### src/rtl/map_tx_scheduler_pkg.sv
// Shared frame geometry defaults, scheduler state encoding and sizing helper
// for the sender-side payload scheduler.
package map_tx_scheduler_pkg;

  localparam int         DEF_FRAME_ROWS = 4;
  localparam int         DEF_FRAME_COLS = 4;
  localparam int         DEF_OH_COLS    = 1;
  localparam logic [7:0] DEF_FILL_BYTE  = 8'h00;

  localparam int ERR_TICK   = 0;
  localparam int ERR_DVALID = 1;

  typedef enum logic [1:0] {
    ST_IDLE  = 2'd0,
    ST_RUN   = 2'd1,
    ST_FLUSH = 2'd2
  } sched_state_e;

  function automatic int cnt_width(input int n);
    return (n > 1) ? $clog2(n) : 1;
  endfunction

endpackage

### src/rtl/map_tx_scheduler_slot_pos_cnt.sv
// Row/column position of the current byte slot within a frame; advances once
// per completed slot and flags overhead columns and the frame wrap.
module map_tx_scheduler_slot_pos_cnt
  import map_tx_scheduler_pkg::*;
#(
  parameter int ROWS = DEF_FRAME_ROWS,
  parameter int COLS = DEF_FRAME_COLS,
  parameter int OH   = DEF_OH_COLS
) (
  input  logic clk_i,
  input  logic rst_i,
  input  logic advance_i,
  output logic wrap_o,
  output logic overhead_o,
  output logic at_origin_o
);

  localparam int RW = cnt_width(ROWS);
  localparam int CW = cnt_width(COLS);
  localparam logic [RW-1:0] ROW_LAST = RW'(ROWS - 1);
  localparam logic [CW-1:0] COL_LAST = CW'(COLS - 1);
  localparam logic [CW-1:0] OH_LIM   = CW'(OH);

  logic [RW-1:0] row_q, row_d;
  logic [CW-1:0] col_q, col_d;
  logic          last;

  assign last        = (row_q == ROW_LAST) && (col_q == COL_LAST);
  assign wrap_o      = advance_i & last;
  assign overhead_o  = (col_q < OH_LIM);
  assign at_origin_o = (row_q == '0) && (col_q == '0);

  always_comb begin
    row_d = row_q;
    col_d = col_q;
    if (advance_i) begin
      if (col_q == COL_LAST) begin
        col_d = '0;
        row_d = (row_q == ROW_LAST) ? '0 : row_q + RW'(1);
      end else begin
        col_d = col_q + CW'(1);
      end
    end
  end

  always_ff @(posedge clk_i) begin
    if (rst_i) begin
      row_q <= '0;
      col_q <= '0;
    end else begin
      row_q <= row_d;
      col_q <= col_d;
    end
  end

endmodule

### src/rtl/map_tx_scheduler.sv
// Paces RX FIFO reads against serializer byte slots: one output byte per
// accepted slot, exactly two cycles after the tick, fill on overhead/underrun.
module map_tx_scheduler
  import map_tx_scheduler_pkg::*;
#(
  parameter int         FRAME_ROWS = DEF_FRAME_ROWS,
  parameter int         FRAME_COLS = DEF_FRAME_COLS,
  parameter int         OH_COLS    = DEF_OH_COLS,
  parameter logic [7:0] FILL_BYTE  = DEF_FILL_BYTE
) (
  input  logic        i_clk,
  input  logic        i_rst,
  input  logic        i_enable,
  input  logic        i_slot_tick,
  input  logic        i_fifo_empty,
  output logic        o_fifo_rd_req,
  input  logic [7:0]  i_fifo_data,
  input  logic        i_fifo_data_valid,
  output logic [7:0]  o_pyld_data,
  output logic        o_pyld_data_valid,
  output logic        o_pyld_fill,
  output logic        o_busy,
  output logic [15:0] o_frame_cnt,
  output logic [15:0] o_underrun_cnt,
  output logic [1:0]  o_err
);

  sched_state_e state_q;
  logic         s1_vld_q, s1_rd_q, s2_vld_q;
  logic [7:0]   data_q;
  logic         fill_q;
  logic [15:0]  frame_cnt_q, underrun_cnt_q, underrun_cnt_d;
  logic [1:0]   err_q, err_d;
  logic         in_flight, running, accept, rd_req, underrun;
  logic         wrap, overhead, at_origin, busy;

  // A slot occupies T..T+2; s1/s2 mark T+1 and T+2 so a new tick is legal at T+3.
  assign in_flight = s1_vld_q | s2_vld_q;
  assign running   = (state_q != ST_IDLE) & ~i_rst;
  assign accept    = running & i_slot_tick & ~in_flight;
  assign rd_req    = accept & ~overhead & ~i_fifo_empty;
  assign underrun  = accept & ~overhead & i_fifo_empty;
  assign busy      = ~at_origin | in_flight | accept;

  map_tx_scheduler_slot_pos_cnt #(
    .ROWS(FRAME_ROWS),
    .COLS(FRAME_COLS),
    .OH  (OH_COLS)
  ) u_pos (
    .clk_i      (i_clk),
    .rst_i      (i_rst),
    .advance_i  (s2_vld_q),
    .wrap_o     (wrap),
    .overhead_o (overhead),
    .at_origin_o(at_origin)
  );

  always_comb begin
    err_d = err_q;
    if (running && i_slot_tick && in_flight) err_d[ERR_TICK] = 1'b1;
    if (s1_rd_q && !i_fifo_data_valid)       err_d[ERR_DVALID] = 1'b1;
    underrun_cnt_d = underrun_cnt_q;
    if (underrun && (underrun_cnt_q != 16'hFFFF)) underrun_cnt_d = underrun_cnt_q + 16'd1;
  end

  // Disable is only honoured on a frame boundary; an idle origin stops at once.
  always_ff @(posedge i_clk) begin
    if (i_rst) begin
      state_q <= ST_IDLE;
    end else begin
      case (state_q)
        ST_IDLE:  if (i_enable) state_q <= ST_RUN;
        ST_RUN: begin
          if (wrap)           state_q <= i_enable ? ST_RUN : ST_IDLE;
          else if (!i_enable) state_q <= busy ? ST_FLUSH : ST_IDLE;
        end
        ST_FLUSH: if (wrap) state_q <= i_enable ? ST_RUN : ST_IDLE;
        default:  state_q <= ST_IDLE;
      endcase
    end
  end

  always_ff @(posedge i_clk) begin
    if (i_rst) begin
      s1_vld_q       <= 1'b0;
      s1_rd_q        <= 1'b0;
      s2_vld_q       <= 1'b0;
      data_q         <= '0;
      fill_q         <= 1'b0;
      frame_cnt_q    <= '0;
      underrun_cnt_q <= '0;
      err_q          <= '0;
    end else begin
      s1_vld_q       <= accept;
      s1_rd_q        <= rd_req;
      s2_vld_q       <= s1_vld_q;
      underrun_cnt_q <= underrun_cnt_d;
      err_q          <= err_d;
      if (s1_vld_q) begin
        if (s1_rd_q && i_fifo_data_valid) begin
          data_q <= i_fifo_data;
          fill_q <= 1'b0;
        end else begin
          data_q <= FILL_BYTE;
          fill_q <= 1'b1;
        end
      end
      if (wrap) frame_cnt_q <= frame_cnt_q + 16'd1;
    end
  end

  assign o_fifo_rd_req     = rd_req;
  assign o_pyld_data       = data_q;
  assign o_pyld_data_valid = s2_vld_q;
  assign o_pyld_fill       = fill_q;
  assign o_busy            = busy;
  assign o_frame_cnt       = frame_cnt_q;
  assign o_underrun_cnt    = underrun_cnt_q;
  assign o_err             = err_q;

endmodule

### config.mk
export PLATFORM = sky130hd
export DESIGN_NAME = map_tx_scheduler
export DESIGN_NICKNAME = d
export VERILOG_FILES = /design/src/rtl/map_tx_scheduler_pkg.sv /design/src/rtl/map_tx_scheduler_slot_pos_cnt.sv /design/src/rtl/map_tx_scheduler.sv
export SDC_FILE = /design/constraint.sdc
export NUM_CORES = 1
export LEC_CHECK = 0
export ABC_AREA = 1
export CAP_MARGIN = 20
export CORE_ASPECT_RATIO = 1.4
export CORE_UTILIZATION = 50
export DETAILED_ROUTE_END_ITERATION = 16
export HOLD_SLACK_MARGIN = 0.1
export PLACE_DENSITY = 0.8
export SETUP_SLACK_MARGIN = 0.05
export SLEW_MARGIN = 20
export SYNTH_ARGS = -nofsm -noshare
export SYNTH_HDL_FRONTEND = slang
export SYNTH_HIERARCHICAL = 1
export SYNTH_SLANG_ARGS = --single-unit
### constraint.sdc
create_clock -name i_clk -period 2.35 [get_ports i_clk]
set_clock_uncertainty 0.15 [all_clocks]
set_input_delay 0.47 -clock i_clk [delete_from_list [all_inputs] [get_ports i_clk]]
set_output_delay 0.47 -clock i_clk [all_outputs]
set_load 0.1 [all_outputs]
; Word-level counts from Yosys, hierarchy flattened
; Cells that the tools add are included.
[classes]
addsub = 4
n_mul = 0
div = 0
magnitude_cmp = 1
n_eq_ne = 8
n_shift = 0
mux = 11
bitwise = 15
reduce_logical = 14
[ops]
columns = operator, count
row1 = $add 16x1->16 const B, 2
row2 = $ne 16x16->1 const B, 1
row3 = $mux 2, 7
row4 = $mux 8, 1
row5 = $and 1x1->1, 7
row6 = $logic_and 1x1->1, 7
row7 = $eq 2x2->1 const B, 3
row8 = $logic_not 2->1, 3
row9 = $pmux 2 s3, 1
row10 = $not 1->1, 5
row11 = $add 2x1->2 const B, 2
row12 = $ne 3x2->1 const B, 1
row13 = $or 1x1->1, 3
row14 = $reduce_and 3->1, 1
row15 = $eq 2x1->1 const B, 1
row16 = $lt 2x1->1 const B, 1
row17 = $mux 1, 2
row18 = $ne 2x1->1 const B, 1
row19 = $ne 2x2->1 const B, 1
row20 = $reduce_and 2->1, 1
row21 = $reduce_bool 2->1, 1
row22 = $logic_not 1->1, 1
[totals]
ff_bits = 52
latchBits = 0
mem_bits_rw = 0
rom_bits = 0
inputBits = 14
out_inout_bits = 46
word_cells = 65
mem_count = 0

; Longest topological paths before layout
; Gate-level depths: netlist (run 1).
[depth]
ltp_word = 9
mapped_depth = 12
mapped_depth_nobuf = 11

; By module
; The synthesis (run 1) kept the hierarchy.
[by_module_without_submodules]
columns = module, instances, cells_each, area_each_um2, seq_area_each_um2
row1 = map_tx_scheduler, 1, 349, 2389.8, 960.9
row2 = map_tx_scheduler_slot_pos_cnt, 1, 38, 257.7, 80.1

; Worst setup path after synthesis (run 1)
; OpenSTA, ideal clock, no wires.
[synth_timing]
path_kind = flip-flop to output port
from = register s2_vld_q, in the netlist o_pyld_data_valid
to = output o_fifo_rd_req
t_arrival_ns = 2.453
required_ns = 1.730
setup_slack_ns = -0.723
stages_incl_launch_ff = 4
path_buffers = 0
path_cell_list = dfxtp_1 > nor2_1 > nand3_1 > nor2_1
[synth_between]
elab_chain_cells = 5
[synth_lines]
columns = element, line
row1 = from (decl), map_tx_scheduler.sv:29  ; logic s1_vld_q, s1_rd_q, s2_vld_q;
row2 = from (signal assigned), map_tx_scheduler.sv:96  ; s2_vld_q <= s1_vld_q;
row3 = $or 1x1->1, map_tx_scheduler.sv:38  ; assign in_flight = s1_vld_q | s2_vld_q;
row4 = $not 1->1, map_tx_scheduler.sv:40  ; assign accept = running & i_slot_tick & ~in_flight;
row5 = $and 1x1->1, map_tx_scheduler.sv:40
row6 = $and 1x1->1 (2 in series), map_tx_scheduler.sv:41  ; assign rd_req = accept & ~overhead & ~i_fifo_empty;
row7 = to (decl), map_tx_scheduler.sv:16  ; output logic o_fifo_rd_req,
; Every way passes these cells.

; Final worst setup path (run 1)
[layout_timing]
from = input i_rst
to = output o_fifo_rd_req
[layout_between]
elab_chain_cells = 6
[layout_lines]
columns = element, line
row1 = from (decl), map_tx_scheduler.sv:12  ; input logic i_rst,
row2 = $not 1->1, map_tx_scheduler.sv:39  ; assign running = (state_q != ST_IDLE) & ~i_rst;
row3 = $and 1x1->1, map_tx_scheduler.sv:39
row4 = $and 1x1->1 (2 in series), map_tx_scheduler.sv:40
row5 = $and 1x1->1 (2 in series), map_tx_scheduler.sv:41
; Every way passes these cells.

==> results_dict.tcl, run 1 <==
set metrics [dict create \
    die_y_um 88.1 \
    wl_met3_um 256 \
    m1WireLength_um 2620 \
    area_growth_pct 28.2 \
    arrival_ns 1.63 \
    hold_ws_ns 0.322 \
    power.density_nw_per_um2 502 \
    synth_seq_area_share_pct 39.3 \
    htree_levels 2 \
    timing.fmax_ghz 0.444 \
    drc 0 \
    wl_per_cell_um 11.9 \
    grt_max_degree 30 \
    vias_per_cell 5.08 \
    peakVddDrop_uv 381 \
    n_antenna_cell 0 \
    track_usage_pct 22.8 \
    dr.max_layer_used "met4" \
    gp_congestion 0.812 \
    required_ns 1.73 \
    wl_met2_um 3170 \
    fin_tns_setup_ns 0 \
    ios 60 \
    first_pass_iters 5 \
    clock-sinks 52 \
    start_util_pct 51.7 \
    min_period_ns 2.25 \
    fin_cells 517 \
    cts_buffers 5 \
    clk_pin_slew_worst_paths_ns 0.08 \
    cts_setup_buffers 0 \
    p_leak_nw 1.44 \
    period_share_pct 95.9 \
    drtIter0Drc 136 \
    clk_latency_ns 0.30 \
    max-cap-violations 0 \
    end_kind "primary output" \
    syn_nets 408 \
    antenna_found_initial 0 \
    start_kind "primary input" \
    final_antenna_net_count 0 \
    grt_pass1_vias 2361 \
    drv_slew 0 \
    crit_fanout 3 \
    grt_setup_unrepaired "yes" \
    drive_gt1_share_pct 19.7 \
    ctsResizeCount 0 \
    ys_types 31 \
    holdBufCountCts 0 \
    synthesis.instances 387 \
    wl_um 6140 \
    setup_viol 0 \
    synth_seq_cells 52 \
    rows 31 \
    syn_area_per_cell_um2 6.84 \
    status "completed" \
    crit_type "in -> out" \
    slew-limit-headroom_pct 74.4 \
    post-route-util_pct 66.3 \
    grt_pass1_wl_um 10100 \
    dp_hpwl_um 4430 \
    root_buffer "clkbuf_8" \
    cts_tree "yes" \
    yosys_warnings 6 \
    die_x_um 63.5 \
    nets 472 \
    num_vias 2628 \
    cts_buffer_depth 2 \
    dp_cells 510 \
    core_area_um2 5120 \
    numPortBuffers 59 \
    overflow 0 \
    hold_viol 0 \
    synth_area_um2 2650 \
    max_slew.worst_pin.slew_ns 0.383 \
    die_area_um2 5590 \
    worstHoldPathType "reg -> reg" \
]
## cells in the mapped netlist, drive strengths merged
cell type,instances,share of area (%)
and3,1,0.24
a22oi,1,0.28
buf,4,1.3
nand2,122,19
dfxtp,52,39
nor3b,3,0.85
inv,43,6.1
nand4,7,1.9
a21oi,34,7.6
xnor2,4,1.3
o21ai,15,2.8
o221ai,1,0.33
clkbuf,3,0.43
clkinv,1,0.14
a31oi,1,0.24
nand3,13,2.5
ha,7,3.3
o21a,3,0.85
nor3,1,0.19
nor2,71,12
## stage by stage
step / total power, mW / cell area, µm² / worst slack [ns]
after floorplan: 0.968 / 2650 / 0.00847
after global placement: 1.01 / 3240 / 0.138
after detailed placement: 1.02 / 3240 / 0.0856
after CTS: 1.73 / 3370 / 0.0814
after global routing: 1.77 / 3390 / 0.00925
final: 1.70 / 3390 / 0.0974
## flip-flops by register name (all words and copies together), names as in the netlist
register and cells:
o_err 2, o_frame_cnt 16, o_pyld_data 8, o_pyld_data_valid 1
o_pyld_fill 1, o_underrun_cnt 16, s1_rd_q 1, s1_vld_q 1
state_q 2, u_pos/col_q 2, u_pos/row_q 2
## area by class of cell
type                            count  area [µm²]
Clock buffer                        5        68.8
Clock inverter                      2        60.1
Fill cell                         496        1730
Inverter                           44         165
Multi-Input combinational cell    284        1420
Sequential cell                    52        1040
Tap cell                           66        82.6
Timing Repair Buffer               64         551
## layer usage
layer  track usage, %  vias up
met1             24.8     1199
li1                 -     1341
met3             3.91        8
met4             8.88        0
met5                0        -
met2             43.4       80
## logic make-up after synthesis
family          Yosys count  synth area share [%]
flops                    52                  39.3
compound gates           55                  12.1
xor+xnor                  4                  1.32
buf+inv                  51                  7.99
fa+ha+maj                 7                  3.31
simple gates            218                  36.0
## critical path, stage by stage
cell             delay, ns
clkdlybuf4s50_1       0.43
inv_2                 0.06
nand2_1               0.09
nor2_4                0.15
nand3_4               0.10
nor2_4                0.14
buf_12                0.18
## layout by cell type, fill, tap and decap left out, types with 4 or more instances in the layout
cell type and n:
nand2_1 114, nor2_1 63, dfxtp_1 49, buf_4 48, inv_1 41, a21oi_1 26, o21ai_0 15, clkdlybuf4s50_1 13
nand3_1 12, a21oi_2 8, ha_1 7, nand4_1 6, nor2_4 5, nand2_2 5, clkbuf_8 5, xnor2_1 4
## final timing paths
kind                            depth (start not counted)  slack (ns)                      endpoint                   startpoint
worst min register to register                          1        0.32         o_err[0]$_SDFFE_PP0P_        o_err[0]$_SDFFE_PP0P_
worst max-delay path                                    7         0.1                 o_fifo_rd_req                        i_rst
worst max register to register                         10        0.22  o_frame_cnt[13]$_SDFFE_PP0P_  u_pos/col_q[0]$_SDFFE_PP0P_
worst min-delay path                                    1        0.32         o_err[0]$_SDFFE_PP0P_        o_err[0]$_SDFFE_PP0P_
## power breakdown
part | switching (mW) | internal [mW] | leakage (nW)
Sequential | 0.00424 | 0.885 | 0.421
Clock | 0.287 | 0.419 | 0.0642
Combinational | 0.0676 | 0.0417 | 0.954
(Power assumes the default switching activity.)
==> inputs of run 2 (changes only) <==
--- a/config.mk
+++ b/config.mk
@@ -6,7 +6,7 @@
 export NUM_CORES = 1
 export LEC_CHECK = 0
 export ABC_AREA = 1
-export CAP_MARGIN = 20
+export CAP_MARGIN = 15
 export CORE_ASPECT_RATIO = 1.4
 export CORE_UTILIZATION = 50
 export DETAILED_ROUTE_END_ITERATION = 16
==> results of run 2 <==
Final layout, timing and power as in run 1 (identical DEF).
